<file path="config.mk">
export PLATFORM = sky130hd
export DESIGN_NAME = uart_alu_host_flat
export DESIGN_NICKNAME = d
export VERILOG_FILES = /design/src/rtl/uart_alu_pkg.sv /design/src/rtl/uart_alu_host_if.sv /design/src/rtl/uart_tmo_counter.sv /design/src/rtl/uart_alu_host.sv /design/src/flat_wrapper.sv
export SDC_FILE = /design/constraint.sdc
export NUM_CORES = 1
export LEC_CHECK = 0
export BUFFER_PORTS_ARGS = -buffer_cell sky130_fd_sc_hd__buf_4
export CORE_ASPECT_RATIO = 1.4
export CORE_UTILIZATION = 52
export DETAILED_ROUTE_END_ITERATION = 12
export PLACE_DENSITY_LB_ADDON = 0.3
export SLEW_MARGIN = 10
export SYNTH_ARGS = -nofsm -noshare
export SYNTH_HDL_FRONTEND = slang
export SYNTH_HIERARCHICAL = 1
export SYNTH_SLANG_ARGS = --single-unit
</file>
<file path="constraint.sdc">
create_clock -name i_clk -period 2.7 [get_ports i_clk]
set_input_delay 0 -clock i_clk [delete_from_list [all_inputs] [get_ports i_clk]]
set_output_delay 0 -clock i_clk [all_outputs]
set_load 0.05 [all_outputs]
</file>
<file path="src/rtl/uart_alu_pkg.sv">
// uart_alu_pkg
//   Shared definitions for the UART ALU command protocol, used by the host
//   initiator, the device side and the ALU itself.
//   Contents: default word/opcode widths, ALU opcode constants, and the
//   host initiator state encoding.
//   Ports: none (package).
package uart_alu_pkg;

  localparam int DATA_WIDTH_DEF = 8;
  localparam int OPCODE_SZ_DEF  = 6;

  // ALU function codes (MIPS funct-style encoding).
  localparam logic [OPCODE_SZ_DEF-1:0] OP_ADD = 6'h20;
  localparam logic [OPCODE_SZ_DEF-1:0] OP_SUB = 6'h22;
  localparam logic [OPCODE_SZ_DEF-1:0] OP_AND = 6'h24;
  localparam logic [OPCODE_SZ_DEF-1:0] OP_OR  = 6'h25;
  localparam logic [OPCODE_SZ_DEF-1:0] OP_XOR = 6'h26;
  localparam logic [OPCODE_SZ_DEF-1:0] OP_NOR = 6'h27;
  localparam logic [OPCODE_SZ_DEF-1:0] OP_SRL = 6'h02;
  localparam logic [OPCODE_SZ_DEF-1:0] OP_SRA = 6'h03;

  typedef enum logic [2:0] {
    ST_IDLE     = 3'd0,
    ST_SEND_OPC = 3'd1,
    ST_SEND_A   = 3'd2,
    ST_SEND_B   = 3'd3,
    ST_WAIT_RES = 3'd4
  } host_state_t;

endpackage

</file>
<file path="src/rtl/uart_alu_host_if.sv">
// uart_alu_host_if
//   Bundles the front-end request/response signals and the UART FIFO
//   handshake of the host initiator.
//   Front end : i_start, i_opcode, i_op_a, i_op_b -> o_result, o_done,
//               o_busy, o_timeout
//   UART FIFOs: i_tx_full, o_wr_uart, o_w_data (TX side);
//               i_rx_empty, i_r_data, o_rd_uart (RX side, first-word-fall-through)
//   Modports  : master = the host initiator, slave = its environment.
interface uart_alu_host_if
  import uart_alu_pkg::*;
#(
  parameter int DATA_WIDTH = DATA_WIDTH_DEF,
  parameter int OPCODE_SZ  = OPCODE_SZ_DEF
);

  logic                  i_start;
  logic [OPCODE_SZ-1:0]  i_opcode;
  logic [DATA_WIDTH-1:0] i_op_a;
  logic [DATA_WIDTH-1:0] i_op_b;
  logic                  i_tx_full;
  logic                  i_rx_empty;
  logic [DATA_WIDTH-1:0] i_r_data;
  logic                  o_wr_uart;
  logic [DATA_WIDTH-1:0] o_w_data;
  logic                  o_rd_uart;
  logic [DATA_WIDTH-1:0] o_result;
  logic                  o_done;
  logic                  o_busy;
  logic                  o_timeout;

  modport master (
    input  i_start, i_opcode, i_op_a, i_op_b, i_tx_full, i_rx_empty, i_r_data,
    output o_wr_uart, o_w_data, o_rd_uart, o_result, o_done, o_busy, o_timeout
  );

  modport slave (
    output i_start, i_opcode, i_op_a, i_op_b, i_tx_full, i_rx_empty, i_r_data,
    input  o_wr_uart, o_w_data, o_rd_uart, o_result, o_done, o_busy, o_timeout
  );

endinterface

</file>
<file path="src/rtl/uart_tmo_counter.sv">
// uart_tmo_counter
//   Response-wait counter for the host initiator. Clears on i_clear, counts up
//   on i_enable, and flags o_expire while the count sits at LIMIT-1.
//   Ports: i_clk, i_reset (async, active-low), i_clear, i_enable, o_expire.
module uart_tmo_counter
  import uart_alu_pkg::*;
#(
  parameter int LIMIT = 1000000,
  parameter int W     = 20
) (
  input  logic i_clk,
  input  logic i_reset,
  input  logic i_clear,
  input  logic i_enable,
  output logic o_expire
);

  logic [W-1:0] count_q;

  always_ff @(posedge i_clk or negedge i_reset) begin
    if (!i_reset) begin
      count_q <= '0;
    end else if (i_clear) begin
      count_q <= '0;
    end else if (i_enable) begin
      count_q <= count_q + 1'b1;
    end
  end

  assign o_expire = (count_q == W'(LIMIT - 1));

endmodule

</file>
<file path="src/rtl/uart_alu_host.sv">
// uart_alu_host
//   Host-side initiator for the UART ALU command protocol. On an accepted
//   start it latches opcode/A/B, writes the frame {opcode, A, B} into the UART
//   TX FIFO, pops one result byte from the RX FIFO and reports it with a
//   one-cycle done pulse.
//   Ports: i_clk, i_reset (async, active-low), bus (uart_alu_host_if.master).
//   Optional feature: define UART_ALU_HOST_TIMEOUT_EN to abandon the response
//   wait after TIMEOUT_CYCLES clocks with o_timeout; otherwise it waits forever.
module uart_alu_host
  import uart_alu_pkg::*;
#(
  parameter int DATA_WIDTH     = DATA_WIDTH_DEF,
  parameter int OPCODE_SZ      = OPCODE_SZ_DEF,
  parameter int TIMEOUT_CYCLES = 1000000,
  parameter int TMO_W          = 20
) (
  input  logic            i_clk,
  input  logic            i_reset,
  uart_alu_host_if.master bus
);

  host_state_t           state_q, state_d;
  logic [OPCODE_SZ-1:0]  opc_q;
  logic [DATA_WIDTH-1:0] a_q, b_q, result_q;
  logic                  done_q;
  logic                  load;
  logic                  wr_uart;
  logic [DATA_WIDTH-1:0] w_data;
  logic                  rd_uart;

`ifdef UART_ALU_HOST_TIMEOUT_EN
  logic tmo_expire, tmo_fire, tmo_q;

  // Count only while actually waiting on an empty RX FIFO; restart on the
  // edge that writes B, which is the edge entering WAIT_RES.
  uart_tmo_counter #(
    .LIMIT (TIMEOUT_CYCLES),
    .W     (TMO_W)
  ) u_tmo (
    .i_clk    (i_clk),
    .i_reset  (i_reset),
    .i_clear  ((state_q == ST_SEND_B) && !bus.i_tx_full),
    .i_enable ((state_q == ST_WAIT_RES) && bus.i_rx_empty),
    .o_expire (tmo_expire)
  );
`endif

  always_comb begin
    state_d = state_q;
    load    = 1'b0;
    wr_uart = 1'b0;
    w_data  = '0;
    rd_uart = 1'b0;
`ifdef UART_ALU_HOST_TIMEOUT_EN
    tmo_fire = 1'b0;
`endif
    case (state_q)
      ST_IDLE: begin
        if (bus.i_start) begin
          load    = 1'b1;
          state_d = ST_SEND_OPC;
        end
      end
      // Each SEND state writes its byte only when the FIFO has room and
      // moves on with that write, so every byte goes out exactly once.
      ST_SEND_OPC: begin
        wr_uart = !bus.i_tx_full;
        if (!bus.i_tx_full) begin
          w_data  = DATA_WIDTH'(opc_q);
          state_d = ST_SEND_A;
        end
      end
      ST_SEND_A: begin
        wr_uart = !bus.i_tx_full;
        if (!bus.i_tx_full) begin
          w_data  = a_q;
          state_d = ST_SEND_B;
        end
      end
      ST_SEND_B: begin
        wr_uart = !bus.i_tx_full;
        if (!bus.i_tx_full) begin
          w_data  = b_q;
          state_d = ST_WAIT_RES;
        end
      end
      // A byte present on the expiry cycle takes priority over the timeout.
      ST_WAIT_RES: begin
        rd_uart = !bus.i_rx_empty;
        if (!bus.i_rx_empty) begin
          state_d = ST_IDLE;
        end
`ifdef UART_ALU_HOST_TIMEOUT_EN
        else if (tmo_expire) begin
          tmo_fire = 1'b1;
          state_d  = ST_IDLE;
        end
`endif
      end
      default: state_d = ST_IDLE;
    endcase
  end

  always_ff @(posedge i_clk or negedge i_reset) begin
    if (!i_reset) begin
      state_q  <= ST_IDLE;
      opc_q    <= '0;
      a_q      <= '0;
      b_q      <= '0;
      result_q <= '0;
      done_q   <= 1'b0;
    end else begin
      state_q <= state_d;
      if (load) begin
        opc_q <= bus.i_opcode;
        a_q   <= bus.i_op_a;
        b_q   <= bus.i_op_b;
      end
      if (rd_uart) begin
        result_q <= bus.i_r_data;
      end
      done_q <= rd_uart;
    end
  end

`ifdef UART_ALU_HOST_TIMEOUT_EN
  always_ff @(posedge i_clk or negedge i_reset) begin
    if (!i_reset) begin
      tmo_q <= 1'b0;
    end else begin
      tmo_q <= tmo_fire;
    end
  end
  assign bus.o_timeout = tmo_q;
`else
  assign bus.o_timeout = 1'b0;
`endif

  assign bus.o_wr_uart = wr_uart;
  assign bus.o_w_data  = w_data;
  assign bus.o_rd_uart = rd_uart;
  assign bus.o_result  = result_q;
  assign bus.o_done    = done_q;
  assign bus.o_busy    = (state_q != ST_IDLE);

endmodule

</file>
<file path="src/flat_wrapper.sv">
// flat-port wrapper written by rule: the top's interface ports become plain ports
module uart_alu_host_flat import uart_alu_pkg::*;
#(
  parameter int DATA_WIDTH     = DATA_WIDTH_DEF,
  parameter int OPCODE_SZ      = OPCODE_SZ_DEF,
  parameter int TIMEOUT_CYCLES = 1000000,
  parameter int TMO_W          = 20
)
  (i_clk, i_reset, bus_i_start, bus_i_opcode, bus_i_op_a, bus_i_op_b, bus_i_tx_full, bus_i_rx_empty, bus_i_r_data, bus_o_wr_uart, bus_o_w_data, bus_o_rd_uart, bus_o_result, bus_o_done, bus_o_busy, bus_o_timeout);
  uart_alu_host_if #(.DATA_WIDTH(DATA_WIDTH), .OPCODE_SZ(OPCODE_SZ)) bus_i ();
  input  logic i_clk;
  input  logic i_reset;
  input wire logic [$bits(bus_i.i_start)-1:0] bus_i_start;
  input wire logic [$bits(bus_i.i_opcode)-1:0] bus_i_opcode;
  input wire logic [$bits(bus_i.i_op_a)-1:0] bus_i_op_a;
  input wire logic [$bits(bus_i.i_op_b)-1:0] bus_i_op_b;
  input wire logic [$bits(bus_i.i_tx_full)-1:0] bus_i_tx_full;
  input wire logic [$bits(bus_i.i_rx_empty)-1:0] bus_i_rx_empty;
  input wire logic [$bits(bus_i.i_r_data)-1:0] bus_i_r_data;
  output wire logic [$bits(bus_i.o_wr_uart)-1:0] bus_o_wr_uart;
  output wire logic [$bits(bus_i.o_w_data)-1:0] bus_o_w_data;
  output wire logic [$bits(bus_i.o_rd_uart)-1:0] bus_o_rd_uart;
  output wire logic [$bits(bus_i.o_result)-1:0] bus_o_result;
  output wire logic [$bits(bus_i.o_done)-1:0] bus_o_done;
  output wire logic [$bits(bus_i.o_busy)-1:0] bus_o_busy;
  output wire logic [$bits(bus_i.o_timeout)-1:0] bus_o_timeout;
  assign bus_i.i_start = bus_i_start;
  assign bus_i.i_opcode = bus_i_opcode;
  assign bus_i.i_op_a = bus_i_op_a;
  assign bus_i.i_op_b = bus_i_op_b;
  assign bus_i.i_tx_full = bus_i_tx_full;
  assign bus_i.i_rx_empty = bus_i_rx_empty;
  assign bus_i.i_r_data = bus_i_r_data;
  assign bus_o_wr_uart = bus_i.o_wr_uart;
  assign bus_o_w_data = bus_i.o_w_data;
  assign bus_o_rd_uart = bus_i.o_rd_uart;
  assign bus_o_result = bus_i.o_result;
  assign bus_o_done = bus_i.o_done;
  assign bus_o_busy = bus_i.o_busy;
  assign bus_o_timeout = bus_i.o_timeout;
  uart_alu_host #(.DATA_WIDTH(DATA_WIDTH), .OPCODE_SZ(OPCODE_SZ), .TIMEOUT_CYCLES(TIMEOUT_CYCLES), .TMO_W(TMO_W)) u_core (.i_clk(i_clk), .i_reset(i_reset), .bus(bus_i));
endmodule
</file>
After elaboration in Yosys (flattened, before gate mapping)
Cells that the tools add are included.

operators by class
  order comparisons = 0
  $add $sub $neg = 0
  multipliers = 0
  shift-type cells = 0
  bitwise operators = 0
  multiplexer cells = 14
  divide/modulo/power cells = 0
  reductions and logical operators = 6
  eq/ne operators = 9

operators by type and width
  operator                                             number
  case mux 8 bit (3 select lines)                      1
  2-to-1 mux 8 bit                                     2
  2-to-1 mux 3 bit                                     5
  case mux 3 bit (5 select lines)                      1
  != test 2 bit, second input constant                 5
  equality test 3 x 2 -> 1 bit, second input constant  2
  2-to-1 mux 6 bit                                     1
  AND reduction 5 bit                                  1
  2-to-1 mux 1 bit                                     4
  equality test 3 x 1 -> 1 bit, second input constant  1
  equality test 3 bit, second input constant           1
  logical NOT 3 bit                                    1
  nonzero test 3 bit                                   1
  OR reduction 3 bit                                   1
  logical NOT 1 bit                                    2

storage, ports and cells
  memories kept = 0
  word-level logic and storage cells = 35
  input port bits = 35
  output and inout bits = 21
  bits in registers = 34
  latch bits = 0
  memory bits (read-only) = 0
  memory bits (writable) = 0

Depth between registers and ports, before layout
  word-level depth = 3
  depth in mapped cells = 4
  mapped depth without buffers = 3

Worst setup path after synthesis
OpenSTA, ideal clock, no wires.

  path type = register -> output
  from = register u_core.state_q[0]
  to = output port bus_o_w_data[2]
  stages on the path, launching flop included = 5
  buffers on the path = 2
  data arrival time = 2,051 ps
  required time = 2,700 ps
  setup slack = 649 ps
  path through = dfrtp_1 -> buf_6 -> clkbuf_1 -> a21oi_1 -> a211oi_1

between the ends
  cells in the longest elaborated chain, start to end = 2
  elaborated cells between the ends (all ways) = 4
  classes of those cells = eq/ne: 3; mux: 1

ends and longest elaborated chain
  item                                                                          line                  source
  from (decl)                                                                   uart_alu_host.sv:22   host_state_t state_q, state_d;
  from (signal assigned)                                                        uart_alu_host.sv:113  state_q <= state_d;
  equality test 3 x 2 -> 1 bit or equality test 3 x 1 -> 1 bit (tied branches)  uart_alu_host.sv:57   case (state_q)
  case mux 8 bit (3 select lines) (*)                                           uart_alu_host.sv:57
  to (decl)                                                                     flat_wrapper.sv:21    output wire logic [$bits(bus_i.o_w_data)-1:0] bus_o_w_data;

Every way passes the cells marked *; elsewhere a longest branch is shown, timed or not.

Worst setup path in the final report
  from = register u_core.state_q[1]
  to = register u_core.b_q[3]

between the ends
  cells in the longest elaborated chain, start to end = 2

ends and longest elaborated chain
  item                  line                  source
  logical NOT 3 bit     uart_alu_host.sv:57
  2-to-1 mux 1 bit      uart_alu_host.sv:57
  to (signal assigned)  uart_alu_host.sv:117  b_q <= bus.i_op_b;
  to (decl)             uart_alu_host.sv:24   logic [DATA_WIDTH-1:0] a_q, b_q, result_q;

Every way passes these cells.
A chain may end at the register's enable or synchronous reset.

==> flow_metrics.env <==
export IMPL_worst_pin_slew_ns=0.759
export IMPL_multi_input_area_um2=616
export IMPL_port_buffers=54
export IMPL_yosys_area_top_type_share_pct=55.3
export IMPL_synth_edff_count=0
export IMPL_insertion_delay_ns=0.29
export IMPL_vias_per_cell=5.28
export IMPL_wl_um=4010
export IMPL_num_rows=23
export IMPL_antenna_cells=0
export IMPL_start_kind="flop"
export IMPL_setup_viol=0
export IMPL_whs_endpoint="u_core/state_q[0]"
export IMPL_reg2reg_setup_slack_ns=0.74
export IMPL_crit_chain="or3_4, nor2_4, mux2_2"
export IMPL_drv_cap=0
export IMPL_synth_area_leaders="dfrtp_1, mux2_2, mux2i_1"
export IMPL_grt_start_max_net_pins=35
export IMPL_cts_resized=0
export IMPL_fin_crit_ns=1.96
export IMPL_end_kind="flop"
export IMPL_antenna_found_initial=0
export IMPL_clkTransAtPathRegs_ns=0.07
export IMPL_async_flop_share_pct=100
export IMPL_synth_xor_area_share_pct=0
export IMPL_syn_area_um2=1540
export IMPL_drc=0
export IMPL_drt_first_pass_iters=4
export IMPL_cp_top_family="simple AND/OR/NAND/NOR gates"
export IMPL_fin_ws_ns=0.737
export IMPL_yosys_register_bits=34
export IMPL_drt_iter0_markers=21
export IMPL_synth_top_cells_by_count="dfrtp_1, mux2_2, mux2i_1, a21oi_1"
export IMPL_dp_slack_ns=0.797
export IMPL_worstPathBufferInverterCount=0
export IMPL_cpMaxStageDelayCell="dfrtp_1"
export IMPL_p_leak_nw=1.11
export IMPL_synth_fa_ha_area_share_pct=0
export IMPL_numCtsBuffers=5
export IMPL_grt_pass1_wl_um=6100
export IMPL_regArea_um2=851
export IMPL_dp_cells=199
export IMPL_num_nets_final=237
export IMPL_clockBufferDepth=2
export IMPL_cts_setup_buffers=0
export IMPL_ff2ff_path_depth=3
export IMPL_power_density_nw_per_um2=1130
export IMPL_finalSetupTns_ns=0
export IMPL_ys_types=23
export IMPL_muxShareOfSynthArea_pct=27.2
export IMPL_relSlewSlack_pct=48.9
export IMPL_cts_num_sinks=34
export IMPL_die_w_um=48.0
export IMPL_hold_depth=3
export IMPL_overflow=0
export IMPL_cts_root_buf="clkbuf_8"
export IMPL_critical_path_arrival_ns=2.14
export IMPL_path_max_fanout=22
export IMPL_vias=1266
export IMPL_synthSimpleGateAreaFrac_pct=6.34
export IMPL_place_congestion=0.716
export IMPL_post_dp_hpwl_um=2240
export IMPL_grt_setup_unrepaired="false"
export IMPL_io_pins=56
export IMPL_yosysMostFrequentCell="dfrtp_1"
export IMPL_grt_pass1_vias=1296
export IMPL_cp_data_required_time_ns=2.88
export IMPL_fillers=149
export IMPL_synth_ff_type="dfrtp_1"
export IMPL_min_from="bus_i_tx_full"
export IMPL_drive_above_1_share_pct=47.3
export IMPL_post_route_period_util_pct=72.7
export IMPL_fin_skew_ns=0.00627
export IMPL_cts_tree="yes"
export IMPL_synth_compound_area_share_pct=6.26
export IMPL_yosys_area_top_type="dfrtp_1"
export IMPL_grt_usage_pct=29.0
export IMPL_drv_slew=0
export IMPL_h_tree_depth=2
export IMPL_final_antenna_net_count=0
export IMPL_rr_endpoint="u_core/b_q[3]"
export IMPL_synthesis_nets=148
export IMPL_syn_to_final_growth_pct=54.9
export IMPL_max_stage_delay_ns=0.52
export IMPL_holdCritPathClass="in2reg"
export IMPL_stdcell_count=240
export IMPL_synth_seq_area_share_pct=55.3
export IMPL_start_util_pct=54.0
export IMPL_synth_top_family_by_area="multiplexers"
export IMPL_syn_inst=113
export IMPL_ir_worst_vdd_mv=0.814
export IMPL_die_area_um2=3180
export IMPL_crit_type="reg2reg"
export IMPL_max_freq_mhz=509
export IMPL_status="finished clean"
export IMPL_hold_viol=0
export IMPL_yosys_warnings=6
export IMPL_reg2reg_from="u_core/state_q[1]"
export IMPL_die_y_um=66.4
export IMPL_syn_avg_cell_area_um2=13.6
export IMPL_drt_wirelength_per_cell_um=16.7
export IMPL_core_area_um2=2850
[power by group]
group | leakage, nW | switching, mW | internal [mW]
clock network | 0.0579 | 0.187 | 0.271
logic | 0.637 | 0.775 | 0.552
registers | 0.414 | 0.168 | 0.751
total | 1.11 | 1.13 | 1.57
[sequential cells by signal, indices dropped and copies added (netlist names)]
register and cells:
u_core/a_q 8, u_core/b_q 8, u_core/bus.o_result 8, u_core/opc_q 6, u_core/state_q 3, u_core/bus.o_done 1
[cells by family (layout without fill, tap and decap cells)]
logic type,Yosys count,in the layout
AO/OA/AOI/OAI,16,16
AND/OR/NAND/NOR,14,14
buffers and inverters,10,100
flip-flops,34,34
other,1,1
multiplexers,38,38
[how the worst max path moves through the flow]
stage,from,end,slack (ns),cells after the start
5_1_grt,u_core/state_q[1],u_core/b_q[2],0.68,3
6_report,u_core/state_q[1],u_core/b_q[3],0.74,3
3_3_place_gp,u_core/state_q[1],u_core/b_q[1],0.85,3
3_5_place_dp,u_core/state_q[1],u_core/a_q[3],0.80,3
4_1_cts,u_core/state_q[1],u_core/b_q[6],0.79,3
2_1_floorplan,u_core/state_q[0],bus_o_w_data[2],0.65,4
[area by class of cell]
| cell class | count | share of cell area, % |
|---|---|---|
| Clock inverter | 3 | 1.68 |
| Multi-Input combinational cell | 69 | 25.8 |
| Sequential cell | 34 | 35.7 |
| Clock buffer | 5 | 2.89 |
| Timing Repair Buffer | 89 | 31.5 |
| Tap cell | 37 | 1.94 |
| Inverter | 3 | 0.472 |
[worst reg2reg max path, delay by kind of cell, from the launching register on]
| family | cells | cell delay, ns |
|---|---|---|
| mux | 1 | 0.43 |
| flops | 1 | 0.52 |
| simple gates | 2 | 0.90 |
[metal layers]
layer	track usage [%]	up-vias	part of all wire [%]
met4	13.5	0	2.1
met3	9.29	8	5.4
met1	30.6	627	36
met5	0	-	0
li1	-	579	-
met2	49.5	52	57
[timing repair]
action,in CTS,in global routing
endpoints found under the setup margin,0,0
hold endpoints to repair,67,0
hold buffers,33,0
[cells in the final DEF (no fill, tap or decap), types with 4 or more instances in the layout]
cell type and count:
buf_4 56, dfrtp_1 34, dlygate4sd3_1 33, mux2_2 29
mux2i_1 8, a21oi_1 6, clkbuf_8 5, nor2_1 5
a211oi_1 5, o21ai_0 4
[metrics by stage]
step / cell area [um2] / total power, mW / hold slack [ns] / utilization, %
2_1_floorplan: 1540 / 1.86 / -0.296 / -
3_3_place_gp: 1940 / 2.11 / -0.0417 / 68.2
3_5_place_dp: 1940 / 2.16 / -0.0296 / 68.2
4_1_cts: 2380 / 2.66 / 0.0249 / 83.7
5_1_grt: 2380 / 2.84 / 0.0441 / 83.7
6_report: 2380 / 2.70 / 0.0339 / 83.7
Note: power is estimated with default switching activity, not from simulation.
